### config.mk
export PLATFORM = sky130hd
export DESIGN_NAME = requant_sched_flat
export DESIGN_NICKNAME = d
export VERILOG_FILES = /design/src/rtl/requant_sched_pkg.sv /design/src/rtl/requant_sched_if.sv /design/src/rtl/requant_sched_requantize.sv /design/src/rtl/requant_sched.sv /design/src/flat_wrapper.sv
export SDC_FILE = /design/constraint.sdc
export NUM_CORES = 2
export LEC_CHECK = 0
export CAP_MARGIN = 30
export CORE_UTILIZATION = 30
export CTS_BUF_LIST = sky130_fd_sc_hd__clkbuf_16
export CTS_CLUSTER_SIZE = 28
export DETAILED_ROUTE_END_ITERATION = 8
export PLACE_DENSITY = 0.5
export SLEW_MARGIN = 25
export SYNTH_ARGS = -nofsm -noshare
export SYNTH_HDL_FRONTEND = slang
export SYNTH_SLANG_ARGS = --single-unit
export TNS_END_PERCENT = 10
### constraint.sdc
create_clock -name clk -period 8 [get_ports clk]
set_input_delay 2.4 -clock clk [delete_from_list [all_inputs] [get_ports clk]]
set_output_delay 2.4 -clock clk [all_outputs]
set_load 0.05 [all_outputs]
### src/rtl/requant_sched_pkg.sv
// Shared types, constants and arithmetic helpers for the INT32->INT8 requantize
// sequencer and its requantize primitive.
package dpu_requant_pkg;

    typedef enum logic [1:0] {
        RQ_IDLE  = 2'd0,
        RQ_RUN   = 2'd1,
        RQ_DRAIN = 2'd2,
        RQ_FIN   = 2'd3
    } rq_state_e;

    localparam int         BYTES_PER_WORD = 4;
    localparam logic [7:0] PAD_BYTE       = 8'h00;
    // 32-bit signed accumulator times 17-bit zero-extended scale
    localparam int         PROD_W         = 49;

    function automatic logic [7:0] sat_int8(input logic signed [PROD_W-1:0] v);
        logic [7:0] r;
        if (v > 49'sd127) begin
            r = 8'h7f;
        end else if (v < -49'sd128) begin
            r = 8'h80;
        end else begin
            r = v[7:0];
        end
        return r;
    endfunction

    function automatic logic [31:0] pad_word(input logic [23:0] hold, input logic [1:0] fill);
        logic [31:0] w;
        case (fill)
            2'd1:    w = {PAD_BYTE, PAD_BYTE, PAD_BYTE, hold[7:0]};
            2'd2:    w = {PAD_BYTE, PAD_BYTE, hold[15:0]};
            2'd3:    w = {PAD_BYTE, hold};
            default: w = {PAD_BYTE, PAD_BYTE, PAD_BYTE, PAD_BYTE};
        endcase
        return w;
    endfunction

endpackage

### src/rtl/requant_sched_if.sv
// Accumulator-in / packed-word-out stream bundle of the requantize sequencer.
// The sequencer takes the master modport; the environment takes the slave side.
interface requant_sched_if;
    logic        acc_valid;
    logic [31:0] acc_data;
    logic        acc_ready;
    logic        out_valid;
    logic [31:0] out_data;
    logic        out_last;
    logic        out_ready;

    modport master (
        input  acc_valid, acc_data, out_ready,
        output acc_ready, out_valid, out_data, out_last
    );

    modport slave (
        output acc_valid, acc_data, out_ready,
        input  acc_ready, out_valid, out_data, out_last
    );
endinterface

### src/rtl/requant_sched_requantize.sv
// requantize primitive: captures one accumulator/scale pair per start and presents
// the floored, saturated INT8 result with done during the following cycle.
module requantize
    import dpu_requant_pkg::*;
#(
    parameter int SCALE_Q = 16
) (
    input  logic        clk,
    input  logic        rst_n,
    input  logic        start,
    input  logic [31:0] acc,
    input  logic [15:0] scale,
    output logic        done,
    output logic [7:0]  q
);

    logic [31:0]              acc_r;
    logic [15:0]              scale_r;
    logic                     done_r;
    logic signed [PROD_W-1:0] acc_ext_s;
    logic signed [PROD_W-1:0] scl_ext_s;
    logic signed [PROD_W-1:0] prod_s;
    logic signed [PROD_W-1:0] shift_s;

    // operand capture and result strobe
    always_ff @(posedge clk or negedge rst_n) begin
        if (!rst_n) begin
            acc_r   <= 32'd0;
            scale_r <= 16'd0;
            done_r  <= 1'b0;
        end else begin
            done_r <= start;
            if (start) begin
                acc_r   <= acc;
                scale_r <= scale;
            end
        end
    end

    // signed multiply, arithmetic shift (floor), saturate
    always_comb begin
        acc_ext_s = {{(PROD_W-32){acc_r[31]}}, acc_r};
        scl_ext_s = {{(PROD_W-16){1'b0}}, scale_r};
        prod_s    = acc_ext_s * scl_ext_s;
        shift_s   = prod_s >>> SCALE_Q;
        q         = sat_int8(shift_s);
    end

    assign done = done_r;

endmodule

### src/rtl/requant_sched.sv
// requant_sched: sequences INT32 accumulators through one requantize instance using a
// per-channel scale table and packs the INT8 results four per word.
module requant_sched
    import dpu_requant_pkg::*;
#(
    parameter int MAX_CH  = 64,
    parameter int SCALE_Q = 16
) (
    input  logic                       clk,
    input  logic                       rst_n,
    input  logic                       cfg_we,
    input  logic [$clog2(MAX_CH)-1:0]  cfg_addr,
    input  logic [15:0]                cfg_scale,
    input  logic                       start,
    input  logic [$clog2(MAX_CH+1)-1:0] num_ch,
    input  logic [15:0]                num_pix,
    requant_sched_if.master            bus,
    output logic                       busy,
    output logic                       done
);

    localparam int               CH_W    = $clog2(MAX_CH);
    localparam int               NCH_W   = $clog2(MAX_CH+1);
    localparam logic [NCH_W-1:0] NCH_ONE = NCH_W'(1);
    localparam logic [1:0]       FILL_LAST = 2'(BYTES_PER_WORD-1);

    rq_state_e         state_r, state_s;
    logic [15:0]       tab_r [MAX_CH];
    logic [NCH_W-1:0]  num_ch_r;
    logic [CH_W-1:0]   ch_r;
    logic [31:0]       remaining_r;
    logic [31:0]       total_s;
    logic              acc_ready_s, acc_fire_s, last_acc_s, ch_wrap_s;
    logic              last_tag_r;
    logic              rq_done_s;
    logic [7:0]        rq_q_s;
    logic [1:0]        fill_r;
    logic [23:0]       hold_r, hold_nxt_s;
    logic              flush_r, flush_fire_s, word_load_s;
    logic              out_valid_r, out_last_r;
    logic [31:0]       out_data_r;
    logic              busy_s, done_s;

    assign total_s     = 32'(num_ch) * 32'(num_pix);
    // the output slot must be free (or emptying) so a word produced next cycle has room
    assign acc_ready_s = (state_r == RQ_RUN) && (remaining_r != 32'd0) &&
                         (!out_valid_r || bus.out_ready);
    assign acc_fire_s  = acc_ready_s && bus.acc_valid;
    assign last_acc_s  = acc_fire_s && (remaining_r == 32'd1);
    assign ch_wrap_s   = ((NCH_W'(ch_r) + NCH_ONE) == num_ch_r);

    // scale table, writable only while idle
    always_ff @(posedge clk or negedge rst_n) begin
        if (!rst_n) begin
            for (int i = 0; i < MAX_CH; i++) begin
                tab_r[i] <= 16'h0000;
            end
        end else if (cfg_we && (state_r == RQ_IDLE)) begin
            tab_r[cfg_addr] <= cfg_scale;
        end
    end

    // FSM state register
    always_ff @(posedge clk or negedge rst_n) begin
        if (!rst_n) begin
            state_r <= RQ_IDLE;
        end else begin
            state_r <= state_s;
        end
    end

    // FSM next-state logic
    always_comb begin
        state_s = state_r;
        case (state_r)
            RQ_IDLE: begin
                if (start) begin
                    state_s = (total_s == 32'd0) ? RQ_FIN : RQ_RUN;
                end else begin
                    state_s = RQ_IDLE;
                end
            end
            RQ_RUN: begin
                if (last_acc_s) begin
                    state_s = RQ_DRAIN;
                end else begin
                    state_s = RQ_RUN;
                end
            end
            RQ_DRAIN: begin
                if (out_valid_r && bus.out_ready && out_last_r) begin
                    state_s = RQ_FIN;
                end else begin
                    state_s = RQ_DRAIN;
                end
            end
            RQ_FIN:  state_s = RQ_IDLE;
            default: state_s = RQ_IDLE;
        endcase
    end

    // FSM outputs
    always_comb begin
        busy_s = 1'b0;
        done_s = 1'b0;
        case (state_r)
            RQ_IDLE:  busy_s = 1'b0;
            RQ_RUN:   busy_s = 1'b1;
            RQ_DRAIN: busy_s = 1'b1;
            RQ_FIN: begin
                busy_s = 1'b1;
                done_s = 1'b1;
            end
            default: busy_s = 1'b0;
        endcase
    end

    // job counters: channel index and accumulators still to accept
    always_ff @(posedge clk or negedge rst_n) begin
        if (!rst_n) begin
            num_ch_r    <= '0;
            ch_r        <= '0;
            remaining_r <= 32'd0;
            last_tag_r  <= 1'b0;
        end else begin
            last_tag_r <= last_acc_s;
            if ((state_r == RQ_IDLE) && start) begin
                num_ch_r    <= num_ch;
                remaining_r <= total_s;
                ch_r        <= '0;
            end else if (acc_fire_s) begin
                remaining_r <= remaining_r - 32'd1;
                ch_r        <= ch_wrap_s ? '0 : ch_r + CH_W'(1);
            end
        end
    end

    requantize #(
        .SCALE_Q (SCALE_Q)
    ) u_requantize (
        .clk   (clk),
        .rst_n (rst_n),
        .start (acc_fire_s),
        .acc   (bus.acc_data),
        .scale (tab_r[ch_r]),
        .done  (rq_done_s),
        .q     (rq_q_s)
    );

    assign word_load_s  = rq_done_s && (fill_r == FILL_LAST);
    assign flush_fire_s = flush_r && (state_r == RQ_DRAIN) && (!out_valid_r || bus.out_ready);

    // place the incoming byte at the current fill position
    always_comb begin
        hold_nxt_s = hold_r;
        case (fill_r)
            2'd0:    hold_nxt_s[7:0]   = rq_q_s;
            2'd1:    hold_nxt_s[15:8]  = rq_q_s;
            2'd2:    hold_nxt_s[23:16] = rq_q_s;
            default: hold_nxt_s        = hold_r;
        endcase
    end

    // byte packer: fill counter, holding register, pending partial-word flag
    always_ff @(posedge clk or negedge rst_n) begin
        if (!rst_n) begin
            fill_r  <= 2'd0;
            hold_r  <= 24'd0;
            flush_r <= 1'b0;
        end else if (word_load_s) begin
            fill_r  <= 2'd0;
            hold_r  <= 24'd0;
            flush_r <= 1'b0;
        end else if (rq_done_s) begin
            fill_r  <= fill_r + 2'd1;
            hold_r  <= hold_nxt_s;
            flush_r <= last_tag_r;
        end else if (flush_fire_s) begin
            fill_r  <= 2'd0;
            hold_r  <= 24'd0;
            flush_r <= 1'b0;
        end
    end

    // output word register; a load may coincide with the downstream pop
    always_ff @(posedge clk or negedge rst_n) begin
        if (!rst_n) begin
            out_valid_r <= 1'b0;
            out_data_r  <= 32'd0;
            out_last_r  <= 1'b0;
        end else if (word_load_s) begin
            out_valid_r <= 1'b1;
            out_data_r  <= {rq_q_s, hold_r};
            out_last_r  <= last_tag_r;
        end else if (flush_fire_s) begin
            out_valid_r <= 1'b1;
            out_data_r  <= pad_word(hold_r, fill_r);
            out_last_r  <= 1'b1;
        end else if (out_valid_r && bus.out_ready) begin
            out_valid_r <= 1'b0;
            out_last_r  <= 1'b0;
        end
    end

    assign bus.acc_ready = acc_ready_s;
    assign bus.out_valid = out_valid_r;
    assign bus.out_data  = out_data_r;
    assign bus.out_last  = out_last_r;
    assign busy          = busy_s;
    assign done          = done_s;

endmodule

### src/flat_wrapper.sv
// flat-port wrapper written by rule: the top's interface ports become plain ports
module requant_sched_flat import dpu_requant_pkg::*;
#(
    parameter int MAX_CH  = 64,
    parameter int SCALE_Q = 16
)
  (clk, rst_n, cfg_we, cfg_addr, cfg_scale, start, num_ch, num_pix, busy, done, bus_acc_valid, bus_acc_data, bus_out_ready, bus_acc_ready, bus_out_valid, bus_out_data, bus_out_last);
  requant_sched_if bus_i ();
  input  logic clk;
  input  logic rst_n;
  input  logic cfg_we;
  input  logic [$clog2(MAX_CH)-1:0] cfg_addr;
  input  logic [15:0] cfg_scale;
  input  logic start;
  input  logic [$clog2(MAX_CH+1)-1:0] num_ch;
  input  logic [15:0] num_pix;
  output logic busy;
  output logic done;
  input wire logic [$bits(bus_i.acc_valid)-1:0] bus_acc_valid;
  input wire logic [$bits(bus_i.acc_data)-1:0] bus_acc_data;
  input wire logic [$bits(bus_i.out_ready)-1:0] bus_out_ready;
  output wire logic [$bits(bus_i.acc_ready)-1:0] bus_acc_ready;
  output wire logic [$bits(bus_i.out_valid)-1:0] bus_out_valid;
  output wire logic [$bits(bus_i.out_data)-1:0] bus_out_data;
  output wire logic [$bits(bus_i.out_last)-1:0] bus_out_last;
  assign bus_i.acc_valid = bus_acc_valid;
  assign bus_i.acc_data = bus_acc_data;
  assign bus_i.out_ready = bus_out_ready;
  assign bus_acc_ready = bus_i.acc_ready;
  assign bus_out_valid = bus_i.out_valid;
  assign bus_out_data = bus_i.out_data;
  assign bus_out_last = bus_i.out_last;
  requant_sched #(.MAX_CH(MAX_CH), .SCALE_Q(SCALE_Q)) u_core (.clk(clk), .rst_n(rst_n), .cfg_we(cfg_we), .cfg_addr(cfg_addr), .cfg_scale(cfg_scale), .start(start), .num_ch(num_ch), .num_pix(num_pix), .bus(bus_i), .busy(busy), .done(done));
endmodule
### Word-level counts from Yosys, hierarchy flattened

Cells that the tools add are included.

| word-level totals | value |
|---|---|
| register bits | 1182 |
| bits in latches | 0 |
| RAM bits | 0 |
| bits in read-only memories | 0 |
| output and inout bits | 37 |
| memories | 0 |

| cells by class | value |
|---|---|
| add/sub/neg operators | 4 |
| $mul | 2 |
| divide/modulo/power cells | 0 |
| $lt $le $gt $ge | 5 |
| equality and inequality tests | 11 |
| shift operators | 0 |
| multiplexer cells | 39 |
| bitwise logic cells | 2 |
| reductions and logical operators | 26 |

Operators by type and width:

| cell | count |
|---|---|
| $bwmux W1024 | 1 |
| $mux W32 | 4 |
| $bmux W16 S6 | 1 |
| $demux W16 S6 | 1 |
| $mux W24 | 3 |
| $pmux W24 S3 | 1 |
| $mul A32 B17 Y49 | 1 |
| $mux W16 | 3 |
| $mux W8 | 5 |
| $gt A33 B8 Y1 const B | 1 |
| $lt A33 B8 Y1 const B | 1 |
| $eq A32 B1 Y1 const B | 1 |
| $logic_not A32 Y1 | 1 |
| $reduce_bool A32 Y1 | 1 |
| $sub A32 B1 Y32 const B | 1 |
| $mul A7 B16 Y23 | 1 |
| $mux W6 | 3 |
| $ge A7 B7 Y1 const B | 2 |
| $not A6 Y7 | 2 |
| $logic_and A1 B1 Y1 | 12 |
| $mux W2 | 6 |
| $mux W1 | 9 |
| $ne A3 B1 Y1 const B | 3 |
| $eq A2 B2 Y1 const B | 4 |
| 15 further kinds | 21 |

### Depth between registers and ports, before layout

| depth | value |
|---|---|
| depth in word-level cells | 7 |
| gate-level depth with buffers | 30 |

### Cells and area by module

A second synthesis with hierarchy kept.

| unflattened totals | value |
|---|---|
| cells, all modules | 6349 |
| area, all modules | 75394.8 um2 |

Modules (own cells, without submodules):

| module | instances | cells each | area an instance (um2) | seq. area each (um2) |
|---|---|---|---|---|
| requant_sched | 1 | 4082 | 55014.0 | 28352.2 |
| requantize | 1 | 2267 | 20380.8 | 1226.2 |

### Worst setup path before layout

OpenSTA, ideal clock, no wires.

| timing path | value |
|---|---|
| path type | input -> register |
| from | input port num_ch[5] |
| to | register u_core.state_r[1] |
| setup time | 95 ps |
| data arrival time | 7088 ps |
| setup slack | 817 ps |
| stages | 19 |
| path through | clkbuf_1 clkbuf_1 nand2_1 fa_1 fa_1 fa_1 inv_1 fa_1 ha_1 inv_1 o21bai_1 a31o_2 a211oi_1 o31ai_1 a41o_1 a21oi_1 xnor2_1 nand2_1 o31ai_1 |

| between the ends | value |
|---|---|
| word-level cells in the longest chain between the ends | 5 |

RTL lines:

| element | RTL line | RTL |
|---|---|---|
| start: declaration | flat_wrapper.sv:15 | `input logic [$clog2(MAX_CH+1)-1:0] num_ch;` |
| $mul A7 B16 Y23 | requant_sched.sv:44 | `assign total_s = 32'(num_ch) * 32'(num_pix);` |
| $logic_not A32 Y1 | requant_sched.sv:78 | `state_s = (total_s == 32'd0) ? RQ_FIN : RQ_RUN;` |
| $mux W2 | requant_sched.sv:78 |  |
| $mux W2 | requant_sched.sv:77 | `if (start) begin` |
| $pmux W2 S4 | requant_sched.sv:75 | `case (state_r)` |
| via u_core.state_s[1] | requant_sched.sv:27 | `rq_state_e state_r, state_s;` |
| end signal: assignment | requant_sched.sv:68 | `state_r <= state_s;` |
| end: declaration | requant_sched.sv:27 |  |

The timed path passes the listed nets, and every way through them passes these cells.
A chain may end at the register's enable or synchronous reset.

### Worst setup path in the final report

| timing path | value |
|---|---|
| from | register u_core.u_requantize.scale_r[5] |
| to | register u_core.out_data_r[25] (netlist: u_core.bus.out_data[25]) |

| between the ends | value |
|---|---|
| word-level cells in the longest chain between the ends | 5 |

RTL lines:

| element | RTL line | RTL |
|---|---|---|
| start: declaration | requant_sched_requantize.sv:18 | `logic [15:0] scale_r;` |
| start signal: assignment | requant_sched_requantize.sv:35 | `scale_r <= scale;` |
| $mul A32 B17 Y49 (*) | requant_sched_requantize.sv:44 | `prod_s = acc_ext_s * scl_ext_s;` |
| $lt A33 B8 Y1 | requant_sched_pkg.sv:21 | `end else if (v < -49'sd128) begin` |
| $mux W8 | requant_sched_pkg.sv:21 |  |
| $mux W8 (*) | requant_sched_pkg.sv:19 | `if (v > 49'sd127) begin` |
| $mux W32 (*) | requant_sched.sv:191 | `end else if (word_load_s) begin` |
| end signal: assignment | requant_sched.sv:193 | `out_data_r <= {rq_q_s, hold_r};` |
| end signal: assignment | requant_sched.sv:197 | `out_data_r <= pad_word(hold_r, fill_r);` |
| end: declaration | requant_sched.sv:41 | `logic [31:0] out_data_r;` |

Every way passes the cells marked *; elsewhere a longest branch is shown, timed or not.

==> summary.md <==
| Metric | Value |
|---|---|
| Leading post-synthesis cells by cell area | `dfrtp_1 40%, mux2_2 16%, fa_1 15%, mux4_2 10%, nand2_1 3.3%` |
| DP HPWL | `134,100 um` |
| Reg clk slew, reported paths | `about 60 ps` |
| Endpoints failing hold | `0` |
| GRT Util Overall | `16.62%` |
| Worst R2R End | `u_core.bus.out_data[25]` |
| Post-synth top cells | `1,182 x dfrtp_1, 1,041 x mux2_2, 660 x nand2_1` |
| Initial antenna violation count | `11` |
| Die footprint | `251,300 um^2` |
| Crit path required time | `8620 ps` |
| CP Data Arrival Time | `8190 ps` |
| Layout Skew | `65.63 ps` |
| DR pass1 iterations | `5` |
| Vert. Die Dim | `501.3 um` |
| Post-synth EDFFs | `0` |
| Worst Hold End | `u_core.bus.out_data[8]` |
| IO Count | `120` |
| # setup viols final | `0` |
| Area leader, netlist | `dfrtp_1` |
| Synth warn | `0` |
| CTS tree | `done` |
| Worst Hold Class | `reg2reg` |
| Hold_buf cts | `0` |
| ANT nets after route | `0` |
| Rows | `~180` |
| Yosys cell types | `89` |
| Worst path max stage delay | `530 ps` |
| Post-route worst setup slack | `432.4 ps` |
| CP dominant cell by count | `fa_1` |
| R2R depth | `25` |
| Worst Max-Slew Pin Slew | `a little under 1000 ps` |
| Hold depth | `2` |
| Dominant synthesized flop cell | `dfrtp_1` |
| CP startpoint kind | `register` |
| Reg2reg setup slack | `between 400 and 500 ps` |
| CP endpoint kind | `register` |
| Fin cells | `9,400` |
| Post-route core utilization | `34.30%` |
| Post-place setup slack | `168.4 ps` |
| Fill cells | `24,370` |
| CP max-delay cell | `fa_1` |
| Tmin final | `7568 ps` |
| Max Fclk | `around 130 MHz` |
| Mapped cell area | `74,790 um^2` |
| Root buf cell | `clkbuf_16` |
| Most frequent cell after synthesis | `dfrtp_1` |
| Clock Latency Late Sink | `790 ps` |
| DR iter-0 viols | `~2,700` |
| Leakage Power | `41.12 nW` |
| Maximum VDD drop | `0.2223 mV` |
| Syn-to-layout area delta | `13.20%` |
| Final Wtd Congestion | `0.8306` |
| Period utilization | `a little over nine tenths` |
| Grt ovf | `0` |
| Sequential cell area fraction in the yosys report | `roughly 40%` |
| Critical path depth | `25` |
| DRT Wirelength | `204,000 um` |
| Headroom to the max-slew limit | `35.25%` |
| DRC | `0` |
| Storage cell area | `29,610 um^2` |
| Wire length of the first global-routing pass | `318,300 um` |
| Port bufs | `approximately 120` |
| Setup TNS | `0 ps` |
| Final Max Slew Viols | `0` |
| Status | `finished, final reports clean` |
| Clock tree buffer depth | `3` |
| H-tree depth | `4` |
| Synthesized flop and latch total | `1,182` |
| Net count reported at finish | `6,783` |
| Top cell type's share of synthesized area | `about two fifths` |
| Worst r2r src | `u_core.u_requantize.scale_r[5]` |
| Post-CTS setup buffers | `0` |
| Core Box Area | `246,800 um^2` |
| TritonCTS Sinks | `1,182` |
| CTS Buf Count | `136` |
| Total power draw | `~0.013 W` |
| Dpl cells | `9,152` |
| Vias in the first global route | `between 50,000 and 60,000` |
| Multi-input logic area | `41,300 um^2` |
| Syn Inst Count | `around 5,900` |
| Critical path class | `reg2reg` |
| PwrDens | `155.8 nW/um^2` |
| CP Buf/Inv Count | `6` |
| Post-cts sizing count | `0` |
| Wirelength per Cell | `21.70 um` |
| Syn Area/Cell | `roughly 13 um^2` |
| Hold_sp | `u_core.bus.out_data[8]` |
| Via Count | `46,060` |
| Starting Density | `a little under a third` |
| Vias per std cell | `a little under 5` |
| DIE WIDTH | `between 500 and 600 um` |
| RSZ-0062 raised after global routing | `no` |
| Crit path max fanout | `15` |
| Syn_nets | `6,750` |
| Layout cell share with drive strength beyond 1 | `30.68%` |
| CP top delay family | `adder cells` |
| # Max-Cap Violations | `0` |
| Asr flop ratio synth | `100.0%` |
| Largest net degree at the start of global routing | `approximately 160` |
-- cell type report --
type                            instances  share of cell area, %
Timing Repair Buffer                  303                  3.293
Clock inverter                        104                  1.030
Multi-Input combinational cell       3705                  48.78
Sequential cell                      1182                  34.97
Inverter                              651                  2.886
Clock buffer                          140                  4.138
Antenna cell                            3               0.008867
Tap cell                             3312                  4.894
-- flip-flops by register name, summed over array words and instances, names as in the netlist --
signal	flops
u_core.bus.out_last	1
u_core.u_requantize.scale_r	16
u_core.fill_r	2
u_core.bus.out_data	32
u_core.hold_r	24
u_core.tab_r	1024
u_core.last_tag_r	1
u_core.u_requantize.acc_r	32
u_core.u_requantize.done	1
u_core.num_ch_r	7
u_core.ch_r	6
u_core.bus.out_valid	1
u_core.state_r	2
u_core.flush_r	1
u_core.remaining_r	32
-- cells in the final DEF, fill, tap and decap left out, types with 102 or more instances in the layout --
cell / n
and2_1: 255
mux2_2: 1041
ha_1: 165
clkbuf_16: 140
fa_1: 556
mux4_2: 336
nand2_1: 637
inv_1: 673
dfrtp_1: 1168
buf_4: 158
clkdlybuf4s50_1: 102
-- power breakdown --
group          switching [W]  total, W  leakage [nW]  internal, W
Clock                0.00270   0.00614          2.21      0.00344
Sequential                 0   0.00598          16.5      0.00598
Combinational       0.000686   0.00108          22.4     0.000392
Total                0.00339    0.0132          41.1      0.00981
-- worst max path at each step --
stage	startpoint	to	slack (ps)
3_3_place_gp	num_ch[3]	u_core.state_r[1]	190
5_1_grt	u_core.u_requantize.scale_r[13]	u_core.hold_r[8]	2
2_1_floorplan	num_ch[5]	u_core.state_r[1]	820
4_1_cts	u_core.u_requantize.acc_r[11]	u_core.hold_r[17]	290
3_5_place_dp	num_ch[2]	u_core.state_r[1]	170
6_report	u_core.u_requantize.scale_r[5]	u_core.bus.out_data[25]	430
-- worst reg2reg max path: stages, from the launching register on --
cell and delay, ps:
dfrtp_1 500, buf_4 270, and2_1 180, fa_1 530, inv_1 50, fa_1 480
fa_1 520, inv_1 50, fa_1 510, fa_1 500, inv_1 50, fa_1 520
inv_1 70, ha_1 440, nand2_1 250, nor3_2 330, a22o_1 200, o21ba_2 210
a211oi_2 300, o2111ai_1 190, a21oi_2 270, nor2_1 140, xnor2_4 220, buf_4 220
o22ai_2 300, a21oi_1 120
-- kinds of logic after synthesis --
logic type               after synthesis  synth area share [%]
flip-flops                          1182                 39.55
AO/OA/AOI/OAI                        331                 3.117
XOR/XNOR                              89                 1.067
AND/OR/NAND/NOR                     1184                 7.411
multiplexers                        1380                 25.83
adder cells (fa/ha/maj)              721                 17.64
buffers and inverters               1059                 5.383
-- per-stage QoR --
stage          hold WS [ps]  area, um^2
2_1_floorplan         449.7       74790
3_3_place_gp          464.8       80160
3_5_place_dp          471.8       80250
4_1_cts               481.1       84630
5_1_grt               504.3       84660
6_report              480.5       84670
-- per-layer routing --
layer  share of wire (%)  wire length [um]  up-vias  global-route usage (%)
met5               0.026                53        -                       0
met4                 2.1              4202        8                   3.986
met3                 4.1              8293      254                   2.463
met2                  48             97930      840                   27.53
met1                  46             93540    24870                   22.75
li1                    -                 -    20090                       -
Note: power is estimated with default switching activity, not from simulation.
